$ cat config.mk
export PLATFORM = sky130hd
export DESIGN_NAME = capture_ctrl_flat
export DESIGN_NICKNAME = d
export VERILOG_FILES = /design/src/rtl/capture_ram_if.sv /design/src/rtl/capture_ctrl.sv /design/src/flat_wrapper.sv
export SDC_FILE = /design/constraint.sdc
export NUM_CORES = 1
export LEC_CHECK = 0
export BUFFER_PORTS_ARGS = -buffer_cell sky130_fd_sc_hd__buf_2
export CAP_MARGIN = 20
export CORE_MARGIN = 2
export CORE_UTILIZATION = 42
export DETAILED_ROUTE_END_ITERATION = 8
export PLACE_DENSITY_LB_ADDON = 0.08
export REMOVE_ABC_BUFFERS = 1
export SLEW_MARGIN = 30
export SYNTH_ARGS = -nofsm -noshare
export SYNTH_HDL_FRONTEND = slang
export SYNTH_SLANG_ARGS = --single-unit
export TNS_END_PERCENT = 50
$ cat constraint.sdc
create_clock -name rclk -period 5.84 [get_ports rclk]
set_clock_uncertainty 0.05 [all_clocks]
set_input_delay 0.584 -clock rclk [delete_from_list [all_inputs] [get_ports rclk]]
set_output_delay 0.584 -clock rclk [all_outputs]
set_load 0.02 [all_outputs]
$ cat src/rtl/capture_ram_if.sv
// capture_ram_if: single-port sample RAM bus between the
// capture controller (master) and the 2^AW x DW RAM (slave).
interface capture_ram_if #(
  parameter int AW = 9,
  parameter int DW = 8
) ();
  logic          ram_en;
  logic          ram_we;
  logic [AW-1:0] ram_addr;
  logic [DW-1:0] ram_wdata;
  logic [DW-1:0] ram_rdata;

  modport master (
    output ram_en,
    output ram_we,
    output ram_addr,
    output ram_wdata,
    input  ram_rdata
  );

  modport slave (
    input  ram_en,
    input  ram_we,
    input  ram_addr,
    input  ram_wdata,
    output ram_rdata
  );
endinterface

$ cat src/rtl/capture_ctrl.sv
// capture_ctrl: decimating circular-buffer acquisition with
// level/edge trigger and oldest-first readout of the RAM.
module capture_ctrl #(
  parameter int AW = 9,
  parameter int DW = 8
) (
  input  logic          rclk,
  input  logic          rst,
  input  logic          arm,
  input  logic          smpl_vld,
  input  logic [DW-1:0] smpl,
  input  logic [DW-1:0] trig_lvl,
  input  logic          trig_edge,
  input  logic [AW-1:0] trig_pos,
  input  logic [3:0]    decim,
  input  logic          rd_req,
  capture_ram_if.master ram,
  output logic [DW-1:0] rd_data,
  output logic          rd_vld,
  output logic          triggered,
  output logic          capture_done,
  output logic          busy
);

  typedef enum logic [2:0] {
    S_IDLE,
    S_PRE,
    S_WAIT,
    S_POST,
    S_DONE,
    S_READ
  } state_e;

  state_e        state_q;
  logic [AW-1:0] wr_ptr_q;
  logic [3:0]    decim_q;
  logic [3:0]    decim_cnt_q;
  logic [AW-1:0] tpos_q;
  logic [AW-1:0] pre_cnt_q;
  logic [AW-1:0] post_cnt_q;
  logic [DW-1:0] prev_q;
  logic          prev_vld_q;
  logic          trig_q;
  logic          done_q;
  logic [AW-1:0] rd_base_q;
  logic [AW-1:0] rd_cnt_q;
  logic          rd_vld_q;

  logic          cap;
  logic          acc;
  logic          wr;
  logic          rd;
  logic          rise;
  logic          fall;
  logic          hit;
  logic [AW-1:0] wr_ptr_d;
  logic [AW-1:0] pre_len;
  logic [AW-1:0] rd_addr;

  assign cap = (state_q == S_PRE) ||
               (state_q == S_WAIT) ||
               (state_q == S_POST);
  assign acc = smpl_vld && (decim_cnt_q == decim_q);
  assign wr  = !rst && !arm && cap && acc;
  assign rd  = !rst && (state_q == S_READ);

  assign wr_ptr_d = wr_ptr_q + 1'b1;
  // 2^AW - tpos, taken modulo 2^AW; tpos is never 0
  assign pre_len  = AW'(0) - tpos_q;
  assign rd_addr  = rd_base_q + rd_cnt_q;

  assign rise = (prev_q < trig_lvl) && (smpl >= trig_lvl);
  assign fall = (prev_q > trig_lvl) && (smpl <= trig_lvl);
  assign hit  = (state_q == S_WAIT) && acc && prev_vld_q &&
                (trig_edge ? rise : fall);

  assign ram.ram_en    = wr | rd;
  assign ram.ram_we    = wr;
  assign ram.ram_addr  = rd ? rd_addr : (wr ? wr_ptr_q : '0);
  assign ram.ram_wdata = wr ? smpl : '0;

  assign rd_vld       = rd_vld_q;
  assign rd_data      = rd_vld_q ? ram.ram_rdata : '0;
  assign triggered    = trig_q;
  assign capture_done = done_q;
  assign busy         = cap || (state_q == S_READ);

  always_ff @(posedge rclk) begin
    if (rst) begin
      state_q     <= S_IDLE;
      wr_ptr_q    <= '0;
      decim_q     <= '0;
      decim_cnt_q <= '0;
      tpos_q      <= AW'(1);
      pre_cnt_q   <= '0;
      post_cnt_q  <= '0;
      prev_q      <= '0;
      prev_vld_q  <= 1'b0;
      trig_q      <= 1'b0;
      done_q      <= 1'b0;
      rd_base_q   <= '0;
      rd_cnt_q    <= '0;
      rd_vld_q    <= 1'b0;
    end else if (arm) begin
      state_q     <= S_PRE;
      tpos_q      <= (trig_pos == '0) ? AW'(1) : trig_pos;
      decim_q     <= decim;
      wr_ptr_q    <= '0;
      decim_cnt_q <= '0;
      pre_cnt_q   <= '0;
      post_cnt_q  <= '0;
      prev_vld_q  <= 1'b0;
      trig_q      <= 1'b0;
      done_q      <= 1'b0;
      rd_vld_q    <= 1'b0;
    end else begin
      rd_vld_q <= rd;
      if (cap && smpl_vld) begin
        decim_cnt_q <= acc ? '0 : decim_cnt_q + 1'b1;
      end
      if (wr) begin
        wr_ptr_q   <= wr_ptr_d;
        prev_q     <= smpl;
        prev_vld_q <= 1'b1;
      end
      unique case (state_q)
        S_PRE: begin
          if (acc) begin
            pre_cnt_q <= pre_cnt_q + 1'b1;
            if (pre_cnt_q + 1'b1 == pre_len) begin
              state_q <= S_WAIT;
            end
          end
        end
        S_WAIT: begin
          if (hit) begin
            trig_q     <= 1'b1;
            post_cnt_q <= AW'(1);
            if (tpos_q == AW'(1)) begin
              state_q   <= S_DONE;
              done_q    <= 1'b1;
              rd_base_q <= wr_ptr_d;
            end else begin
              state_q <= S_POST;
            end
          end
        end
        S_POST: begin
          if (acc) begin
            post_cnt_q <= post_cnt_q + 1'b1;
            // write pointer now sits on the oldest sample
            if (post_cnt_q + 1'b1 == tpos_q) begin
              state_q   <= S_DONE;
              done_q    <= 1'b1;
              rd_base_q <= wr_ptr_d;
            end
          end
        end
        S_DONE: begin
          if (rd_req) begin
            state_q  <= S_READ;
            rd_cnt_q <= '0;
          end
        end
        S_READ: begin
          rd_cnt_q <= rd_cnt_q + 1'b1;
          if (rd_cnt_q == '1) begin
            state_q <= S_IDLE;
            done_q  <= 1'b0;
          end
        end
        default: ;
      endcase
    end
  end

endmodule

$ cat src/flat_wrapper.sv
// flat-port wrapper written by rule: the top's interface ports become plain ports
module capture_ctrl_flat 
#(
  parameter int AW = 9,
  parameter int DW = 8
)
  (rclk, rst, arm, smpl_vld, smpl, trig_lvl, trig_edge, trig_pos, decim, rd_req, rd_data, rd_vld, triggered, capture_done, busy, ram_ram_en, ram_ram_we, ram_ram_addr, ram_ram_wdata, ram_ram_rdata);
  capture_ram_if #(.AW(AW), .DW(DW)) ram_i ();
  input  logic rclk;
  input  logic rst;
  input  logic arm;
  input  logic smpl_vld;
  input  logic [DW-1:0] smpl;
  input  logic [DW-1:0] trig_lvl;
  input  logic trig_edge;
  input  logic [AW-1:0] trig_pos;
  input  logic [3:0] decim;
  input  logic rd_req;
  output logic [DW-1:0] rd_data;
  output logic rd_vld;
  output logic triggered;
  output logic capture_done;
  output logic busy;
  output wire logic [$bits(ram_i.ram_en)-1:0] ram_ram_en;
  output wire logic [$bits(ram_i.ram_we)-1:0] ram_ram_we;
  output wire logic [$bits(ram_i.ram_addr)-1:0] ram_ram_addr;
  output wire logic [$bits(ram_i.ram_wdata)-1:0] ram_ram_wdata;
  input wire logic [$bits(ram_i.ram_rdata)-1:0] ram_ram_rdata;
  assign ram_ram_en = ram_i.ram_en;
  assign ram_ram_we = ram_i.ram_we;
  assign ram_ram_addr = ram_i.ram_addr;
  assign ram_ram_wdata = ram_i.ram_wdata;
  assign ram_i.ram_rdata = ram_ram_rdata;
  capture_ctrl #(.AW(AW), .DW(DW)) u_core (.rclk(rclk), .rst(rst), .arm(arm), .smpl_vld(smpl_vld), .smpl(smpl), .trig_lvl(trig_lvl), .trig_edge(trig_edge), .trig_pos(trig_pos), .decim(decim), .rd_req(rd_req), .ram(ram_i), .rd_data(rd_data), .rd_vld(rd_vld), .triggered(triggered), .capture_done(capture_done), .busy(busy));
endmodule
==> flow_summary.json, run 1 <==
{
  "rrSetupSlack_ns": 2.75,
  "grt_pass1_vias": 4196,
  "grt_start_max_net_pins": 40,
  "cpMaxStageDelayCell": "inv_1",
  "power.leakage_nw": 2.398,
  "ant_nets": 0,
  "n_antenna_cell": 0,
  "internal-power_w": 0.0008783,
  "switchingPower_w": 0.0002932,
  "ys_warn_count": 0,
  "critical_path_arrival_ns": 3.42,
  "critPathTopFamily": "simple AND/OR/NAND/NOR gates",
  "antenna_found_initial": 0,
  "p_seq_frac": 0.466,
  "syn_inst": 610,
  "io_pins": 74,
  "syn2layout_area_growth_pct": 14.02,
  "finalMaxSlewViolations": 0,
  "fin_crit_sh": 0.6943,
  "hold_path.class": "flop to flop",
  "rsz0062_at_grt": "no",
  "worstSetupEndpointType": "output pin",
  "cp_max_fo": 16,
  "dp.cells": 800,
  "clock-sinks": 77,
  "drtPass1Iterations": 5,
  "root_buffer": "clkbuf_16",
  "slew_headroom": 0.4741,
  "routed_wl_um": 12350,
  "initial_core_util": 0.4307,
  "clock_latency_ns": 0.35,
  "globalplace.congestion": 0.8903,
  "cp_cell_sequence": "xor2_1 > nor3_1 > nand3_1 > nor3_2 > nand2_1 > inv_1 > nand2_1 > o31ai_1 > buf_2",
  "swShare": 0.2503,
  "synth-main-ff-cell": "dfxtp_1",
  "rr_endpoint": "u_core.prev_q[3]",
  "holdPathStages": 2,
  "post-route-util": 0.4911,
  "critical_path_required_ns": 5.21,
  "rr_startpoint": "u_core.decim_cnt_q[0]",
  "status": "finished clean",
  "post_cts_buffers": 0,
  "port_buffers": 73,
  "cts_tree": "done",
  "routedWlPerCell_um": 15.15,
  "maxCapViolations": 0,
  "path_clk_slew_ns": 0.06,
  "drive_above_1_share": 0.1503,
  "finalSetupViolCount": 0,
  "fmax_mhz": 246.6,
  "combPwrFrac": 0.097,
  "crit_type": "flop to output pin",
  "slowest_delay_ns": 0.61,
  "period_minus_slack_ns": 4.055,
  "drt_iter0_drc": 262,
  "final_common_cell": "dfxtp_1",
  "syn_area_um2": 4918,
  "grt_overflow_total": 0,
  "drc": 0,
  "post_cts_resized": 0,
  "ys_ff_latch": 77,
  "hold_path_end": "u_core.prev_q[3]",
  "p_per_area_nw_per_um2": 208.9,
  "hold_path_startpoint": "u_core.prev_q[3]",
  "numCtsBuffers": 9,
  "synth-edff-count": 0,
  "vdd_ir_drop_max_mv": 0.1779,
  "dieArea_um2": 12590,
  "synthArstFlopShare": 0,
  "core_um2": 11420,
  "row_count": 39,
  "postCtsHoldBufs": 0,
  "tns_ns": 0,
  "worst-path-buf-inv": 2,
  "yosysUniqueCellTypes": 64,
  "grtUsageTotal": 0.2006,
  "syn-mean-instance-area_um2": 8.063,
  "p_clk_frac": 0.437,
  "synth_top_area_share": 0.3134,
  "synth_area_leader_cell": "dfxtp_1",
  "via_per_inst": 5.346,
  "synth_area_leaders": "dfxtp_1 31%, ha_1 8.1%, xnor2_1 6.4%, xor2_1 5.5%, a21oi_1 5.3%",
  "die_w_um": 112.2,
  "vias": 4357,
  "die_y_um": 112.2,
  "worst-r2r-cell-count": 8,
  "start_kind": "flop",
  "worst_pin_slew_ns": 0.7888,
  "nNetsFinal": 744,
  "yosysSeqAreaShare": 0.3134,
  "htree_levels": 3,
  "final_cell_count_no_fill": 815,
  "layout_common_cells": "77 x dfxtp_1, 73 x buf_2, 66 x nor2_1, 52 x a21oi_1, 46 x nand2_1",
  "cpMostUsedCell": "nand2_1",
  "clockBufferDepth": 2,
  "finalHoldViolations": 0,
  "grt_pass1_wl_um": 20410,
  "dp_hpwl_um": 9129
}
## layer usage
metal  routed length [µm]  track usage  share of wire  vias up
met3                  634      0.05346          0.051        9
met4                  114      0.04715         0.0092        0
met5                    0            0              0        -
met2                 5663       0.3309           0.46       96
li1                     -            -              -     2256
met1                 5937       0.2636           0.48     1996
## registers in the layout, indices dropped and copies added (netlist names), 3 cells and up
signal and flops:
u_core.decim_cnt_q 4, u_core.decim_q 4, u_core.post_cnt_q 9, u_core.pre_cnt_q 9, u_core.prev_q 8, u_core.rd_base_q 9
u_core.rd_cnt_q 9, u_core.state_q 3, u_core.tpos_q 9, u_core.wr_ptr_q 9
## stage by stage
stage / power, W / hold slack, ns / setup WS [ns] / area [µm²]
2_1_floorplan: 0.0006247 / 0.3823 / 2.910 / 4788
3_3_place_gp: 0.0006687 / 0.3963 / 2.263 / 5348
3_5_place_dp: 0.0006709 / 0.4031 / 2.113 / 5348
4_1_cts: 0.001190 / 0.4112 / 1.720 / 5608
5_1_grt: 0.001225 / 0.4328 / 1.501 / 5608
6_report: 0.001171 / 0.4070 / 1.785 / 5608
## cell type report
cell class / count / area [µm²]
fill: 1155 / 5811
multi-input combinational: 471 / 3119
sequential: 77 / 1541
timing repair buffer: 75 / 380.4
clock buffer: 13 / 250.2
tap: 143 / 178.9
inverter: 34 / 127.6
clock inverter: 2 / 10.01
## kinds of logic after synthesis
group	synth area share
AND/OR/NAND/NOR	0.2274
AO/OA/AOI/OAI	0.1669
flip-flops	0.3134
XOR/XNOR	0.1193
buffers and inverters	0.05240
adder cells (fa/ha/maj)	0.08547
multiplexers	0.03510
## worst min-delay path: stages (launching register included)
cell and delay [ns]:
dfxtp_1 0.31, nand2_1 0.05, a21oi_1 0.05
## synth_stat cells, drive strengths merged (2+ instances only)
| master | number |
|---|---|
| dfxtp | 77 |
| nor2 | 67 |
| a21oi | 53 |
| nand2 | 46 |
| xnor2 | 36 |
| inv | 33 |
| ha | 32 |
| xor2 | 31 |
| o21ai | 26 |
| nand3 | 22 |
| clkbuf | 17 |
| mux2i | 15 |
| a211oi | 12 |
| and2 | 12 |
| nor3 | 12 |
| and3 | 11 |
| buf | 11 |
| nand4 | 9 |
| or3 | 8 |
| nor2b | 7 |
| nor4 | 6 |
| a31oi | 5 |
| nor3b | 5 |
| or2 | 5 |
| a21o | 4 |
| o211ai | 4 |
| a211o | 3 |
| a221oi | 3 |
| a22o | 3 |
| and4 | 3 |
| or4 | 3 |
| a2111oi | 2 |
| a32o | 2 |
| mux2 | 2 |
| nand3b | 2 |
| o21ba | 2 |
| o31ai | 2 |
## worst max-delay path by stage
stage	startpoint	end	slack, ns	cells after the start
after floorplan	u_core.decim_cnt_q[1]	ram_ram_addr[1]	2.91	8
after global placement	u_core.decim_cnt_q[0]	ram_ram_addr[0]	2.26	8
after detailed placement	u_core.decim_cnt_q[0]	ram_ram_addr[4]	2.11	9
after CTS	u_core.decim_cnt_q[0]	ram_ram_addr[4]	1.72	9
after global routing	u_core.decim_cnt_q[0]	ram_ram_addr[2]	1.50	9
final	u_core.decim_cnt_q[0]	ram_ram_addr[4]	1.79	9
## power by group through the flow
stage / registers (W) / logic [W] / clock network, W
finish: 0.000546 / 0.000114 / 0.000512
global route: 0.000547 / 0.000127 / 0.000551
CTS: 0.000545 / 0.000115 / 0.000529
detailed placement: 0.000557 / 0.000114 / 0
global placement: 0.000557 / 0.000112 / 0
floorplan: 0.000553 / 0.0000721 / 0
Power figures use the tool's default switching activity.
==> run 2: changes to the inputs <==
--- a/config.mk
+++ b/config.mk
@@ -5,6 +5,7 @@
 export SDC_FILE = /design/constraint.sdc
 export NUM_CORES = 1
 export LEC_CHECK = 0
+export ABC_AREA = 1
 export BUFFER_PORTS_ARGS = -buffer_cell sky130_fd_sc_hd__buf_2
 export CAP_MARGIN = 20
 export CORE_MARGIN = 2
==> constraint.sdc (replaced) <==
create_clock -name rclk -period 3.95 [get_ports rclk]
set_clock_uncertainty 0.05 [all_clocks]
set_input_delay 0.395 -clock rclk [delete_from_list [all_inputs] [get_ports rclk]]
set_output_delay 0.395 -clock rclk [all_outputs]
set_load 0.02 [all_outputs]
==> run 2 against run 1 <==
Compared with the run above:
- the flow now finishes with violations (design-rule violations)
- first-iteration DRC count down 17%
- sequential power rose by 57%
- design area is 3.9% higher
- synthesized cell count up 28%
- register-to-register slack worse by 1.3 ns
- clock power is 75% higher
- largest power group is now the clock network
==> flow_summary.json, run 2 <==
{
  "drtPass1Iterations": 9,
  "tns_ns": 0,
  "finalSetupViolCount": 0,
  "synthArstFlopShare": 0,
  "nNetsFinal": 931,
  "post_cts_buffers": 0,
  "antenna_found_initial": 0,
  "synth-main-ff-cell": "dfxtp_1",
  "dp_hpwl_um": 10010,
  "vdd_ir_drop_max_mv": 0.2556,
  "routedWlPerCell_um": 12.57,
  "combPwrFrac": 0.180,
  "syn_inst": 782,
  "clock_latency_ns": 0.35,
  "dp_slack_ns": 1.284,
  "drt_iter0_drc": 218,
  "via_per_inst": 4.874,
  "ys_warn_count": 0,
  "period_minus_slack_ns": 3.028,
  "synth_top_area_share": 0.3085,
  "cp_max_fo": 3,
  "cts_tree": "done",
  "syn_area_um2": 4997,
  "fmax_mhz": 330.3,
  "clock-sinks": 77,
  "p_clk_frac": 0.419,
  "status": "finished with violations",
  "vias": 4889,
  "power.leakage_nw": 2.892,
  "synth_area_leaders": "dfxtp_1 31%, nand2_1 17%, inv_1 8.6%, ha_1 8.0%, nor2_1 7.3%",
  "finalMaxSlewViolations": 0,
  "die_w_um": 113.1,
  "worst_pin_slew_ns": 0.6352,
  "start_kind": "flop",
  "switchingPower_w": 0.0006133,
  "postCtsHoldBufs": 0,
  "clockBufferDepth": 2,
  "die_y_um": 113.1,
  "synth_most_common_cell": "nand2_1",
  "crit_type": "flop to output pin",
  "n_antenna_cell": 0,
  "worstSetupEndpointType": "output pin",
  "rsz0062_at_grt": "no",
  "maxCapViolations": 0,
  "grt_pass1_vias": 4837,
  "root_buffer": "clkbuf_16",
  "swShare": 0.2872,
  "syn2layout_area_growth_pct": 16.60,
  "hold_path.class": "primary input to flop",
  "fin_total_pwr_w": 0.002135,
  "violations": "design-rule violations",
  "yosysSeqAreaShare": 0.3085,
  "final_common_cell": "nand2_1",
  "drc": 2,
  "grt_start_max_net_pins": 25,
  "yosysUniqueCellTypes": 41,
  "dieArea_um2": 12790,
  "drive_above_1_share": 0.1360,
  "p_per_area_nw_per_um2": 366.5,
  "grtUsageTotal": 0.2104,
  "p_seq_frac": 0.401,
  "port_buffers": 73,
  "routed_wl_um": 12600,
  "finalHoldViolations": 0,
  "io_pins": 74,
  "fillerInstances": 1193,
  "core_um2": 11520,
  "critical_path_required_ns": 3.50,
  "fin_crit_sh": 0.7665,
  "layout_common_cells": "230 x nand2_1, 114 x inv_1, 96 x nor2_1, 77 x dfxtp_1, 73 x buf_2",
  "critical_path_arrival_ns": 2.58,
  "path_clk_slew_ns": 0.06,
  "setup_slack_ns": 0.9222,
  "syn-mean-instance-area_um2": 6.390,
  "ys_ff_latch": 77,
  "grt_pass1_wl_um": 21860,
  "slew_headroom": 0.5761,
  "initial_core_util": 0.4339,
  "synth-edff-count": 0,
  "row_count": 39,
  "grt_overflow_total": 0,
  "htree_levels": 3,
  "synthTopCellsByCount": "230 x nand2_1, 114 x inv_1, 97 x nor2_1, 77 x dfxtp_1, 47 x a21oi_1",
  "synth_area_leader_cell": "dfxtp_1",
  "numCtsBuffers": 9,
  "internal-power_w": 0.001522,
  "post_cts_resized": 0,
  "globalplace.congestion": 0.8841,
  "ant_nets": 0
}
run 2: changes by cell type in the layout (fill, tap and decap cells not counted), sizes merged, moves of 12 or more:
cell   previous run  this run
and2             12         0
inv              33       121
mux2i            15         0
nand2            46       235
nand3            22        42
nor2             67       105
o21ai            26        40
xnor2            36         3
xor2             31        16
run 2: routing by layer:
metal	vias up	GRT usage	wire length (µm)
met1	2198	0.2477	5776
met4	0	0.07236	160
met3	12	0.03856	346
met5	-	0	0
met2	56	0.3828	6321
li1	2623	-	-
run 2: area by class of cell:
class | count | area [µm²] | share of cell area
inverter | 122 | 457.9 | 0.07859
tap | 143 | 178.9 | 0.03071
sequential | 77 | 1541 | 0.2645
multi-input combinational | 570 | 2937 | 0.5040
clock buffer | 14 | 294.0 | 0.05046
clock inverter | 2 | 37.54 | 0.006442
timing repair buffer | 75 | 380.4 | 0.06528
run 2: cell families after synthesis:
family                     after synthesis  share of synthesized area
and+or+nand+nor                        404                     0.3408
buffers and inverters                  135                     0.1044
AOI/OAI and AO/OA                      113                     0.1244
DFF                                     77                     0.3085
adders and majority gates               33                    0.08413
xor gates and xnor gates                20                    0.03781
run 2: per-stage QoR:
stage                     hold slack [ns]  area (µm²)    util  std cells
final                              0.2026        5827  0.5060       1003
after global routing               0.2100        5827  0.5060       1003
after CTS                          0.1926        5824  0.5058       1003
after detailed placement           0.4048        5493  0.4770        987
after global placement             0.3858        5493  0.4770        987
after floorplan                    0.3886        4933       -        769
run 2: path summary, 6_finish.rpt:
kind	start	endpoint	slack [ns]	cells past startpoint
max	u_core.rd_cnt_q[0]	ram_ram_addr[8]	0.92	14
min	decim[3]	u_core.decim_q[3]	0.20	3
max reg2reg	u_core.post_cnt_q[0]	u_core.rd_base_q[8]	1.43	16
min reg2reg	u_core.triggered	u_core.triggered	0.41	2
run 2: worst max-delay path, stage by stage (launching register included):
cell	delay [ns]
dfxtp_1	0.35
ha_1	0.17
inv_1	0.06
fa_1	0.40
o21ai_0	0.26
nand2_1	0.11
nand2_1	0.08
a21oi_1	0.07
nor2_1	0.13
nor2_1	0.07
o21bai_1	0.14
a21oi_1	0.08
o21ai_0	0.07
o21ai_1	0.08
buf_2	0.17
run 2: power groups by stage:
stage               logic, W  registers, W  clock network [W]
floorplan           0.000279      0.000864                  0
global placement    0.000379      0.000872                  0
detailed placement  0.000385      0.000874                  0
CTS                 0.000387      0.000857           0.000923
global route        0.000449      0.000863           0.000948
finish              0.000384      0.000857           0.000895
==> run 3: changes to the inputs <==
==> constraint.sdc (replaced) <==
create_clock -name rclk -period 2.9 [get_ports rclk]
set_clock_uncertainty 0.05 [all_clocks]
set_input_delay 0.29 -clock rclk [delete_from_list [all_inputs] [get_ports rclk]]
set_output_delay 0.29 -clock rclk [all_outputs]
set_load 0.02 [all_outputs]
==> run 3 against run 2 <==
Compared with the run above:
- the flow still finishes with violations (design-rule violations)
- critical path depth unchanged
- combinational power grew 38%
- setup slack lost 0.76 ns
- sequential power increased by 37%
- critical endpoint unchanged
- largest power group unchanged
==> flow_summary.json, run 3 (synthesis results as in run 2) <==
{
  "crit_type": "flop to output pin",
  "status": "finished with violations",
  "drt_iter0_drc": 172,
  "p_clk_frac": 0.436,
  "finalSetupViolCount": 0,
  "cp_max_fo": 3,
  "globalplace.congestion": 0.8929,
  "die_y_um": 113.1,
  "routed_wl_um": 12640,
  "routedWlPerCell_um": 12.56,
  "finalMaxSlewViolations": 0,
  "final_common_cell": "nand2_1",
  "io_pins": 74,
  "hold_path.class": "primary input to flop",
  "via_per_inst": 4.957,
  "root_buffer": "clkbuf_16",
  "dp.cells": 990,
  "core_um2": 11520,
  "vias": 4992,
  "nNetsFinal": 936,
  "layout_common_cells": "230 x nand2_1, 114 x inv_1, 97 x nor2_1, 74 x dfxtp_1, 71 x buf_2",
  "grt_pass1_vias": 4774,
  "grt_start_max_net_pins": 25,
  "port_buffers": 73,
  "clock_latency_ns": 0.34,
  "cts_tree": "done",
  "clockBufferDepth": 2,
  "critical_path_required_ns": 2.56,
  "path_clk_slew_ns": 0.06,
  "n_antenna_cell": 0,
  "ant_nets": 0,
  "worstSetupEndpointType": "output pin",
  "dp_slack_ns": 0.3878,
  "die_w_um": 113.1,
  "antenna_found_initial": 0,
  "slew_headroom": 0.6159,
  "p_seq_frac": 0.389,
  "drive_above_1_share": 0.1481,
  "combPwrFrac": 0.176,
  "grtUsageTotal": 0.2068,
  "critical_path_arrival_ns": 2.39,
  "period_minus_slack_ns": 2.734,
  "tns_ns": 0,
  "fmax_mhz": 365.7,
  "vdd_ir_drop_max_mv": 0.4101,
  "p_per_area_nw_per_um2": 507.6,
  "clock-sinks": 77,
  "grt_overflow_total": 0,
  "drc": 2,
  "htree_levels": 3,
  "final_cell_count_no_fill": 1007,
  "start_kind": "flop",
  "crit_end": "ram_ram_addr[8]",
  "dieArea_um2": 12790,
  "drtPass1Iterations": 6,
  "internal-power_w": 0.002176,
  "syn2layout_area_growth_pct": 18.55,
  "rrSetupSlack_ns": 0.52,
  "holdWs_ns": 0.1000,
  "fin_crit_sh": 0.9428,
  "row_count": 39,
  "numCtsBuffers": 9,
  "worst_pin_slew_ns": 0.5741,
  "critPathLaunch": "u_core.rd_cnt_q[0]",
  "dp_hpwl_um": 9836,
  "switchingPower_w": 0.0008311,
  "rr_endpoint": "u_core.rd_base_q[7]",
  "initial_core_util": 0.4339,
  "post-route-util": 0.5145,
  "rr_startpoint": "u_core.post_cnt_q[0]",
  "finalHoldViolations": 0,
  "grt_pass1_wl_um": 21490,
  "swShare": 0.2764,
  "maxCapViolations": 0,
  "setup_slack_ns": 0.1657,
  "violations": "design-rule violations",
  "power.leakage_nw": 2.926,
  "worst-r2r-cell-count": 16
}
-- run 3: how the worst min path moves through the flow --
stage	to	depth (start not counted)	slack, ns	from
6_report	u_core.decim_q[1]	3	0.10	decim[1]
5_1_grt	u_core.decim_q[2]	2	0.10	decim[2]
4_1_cts	u_core.decim_q[1]	3	0.08	decim[1]
3_5_place_dp	u_core.triggered	2	0.39	u_core.triggered
3_3_place_gp	u_core.triggered	2	0.39	u_core.triggered
2_1_floorplan	u_core.prev_q[1]	1	0.31	rst
-- run 3: metrics by stage --
step,total power (W),cell area [µm²]
6_report,0.003007,5924
4_1_cts,0.003053,5863
3_5_place_dp,0.001715,5515
2_1_floorplan,0.001556,4933
5_1_grt,0.003178,5924
3_3_place_gp,0.001709,5515
-- run 3: routing by layer --
layer  GRT usage  share of wire
met4     0.06585          0.023
met2      0.3589           0.49
met5           0              0
met3     0.04874          0.033
met1      0.2534           0.45
-- run 3: power by group through the flow --
| stage | registers [W] | logic, W | clock network (W) |
|---|---|---|---|
| after floorplan | 0.00118 | 0.000380 | 0 |
| after global placement | 0.00119 | 0.000519 | 0 |
| after detailed placement | 0.00119 | 0.000526 | 0 |
| after CTS | 0.00117 | 0.000528 | 0.00136 |
| after global routing | 0.00118 | 0.000611 | 0.00139 |
| final | 0.00117 | 0.000528 | 0.00131 |
-- run 3: repair_timing --
action,in CTS,in global routing
buffers inserted,0,2
hold buffers,0,0
gates resized for setup,0,13
setup endpoints to repair,0,2
-- run 3: critical path: stages (launching register included) --
cell	delay, ns
dfxtp_4	0.36
ha_4	0.13
inv_1	0.06
fa_2	0.37
o21ai_2	0.14
nand2_1	0.08
nand2_1	0.07
a21oi_1	0.08
nor2_1	0.15
nor2_1	0.06
o21bai_1	0.16
a21oi_1	0.08
o21ai_0	0.07
o21ai_1	0.08
buf_4	0.17
-- run 3: area by class of cell --
type	instances	area, µm²
Clock buffer	11	252.7
Fill cell	1195	5592
Sequential cell	77	1548
Clock inverter	4	95.09
Tap cell	143	178.9
Timing Repair Buffer	80	422.9
Multi-Input combinational cell	570	2969
Inverter	122	457.9
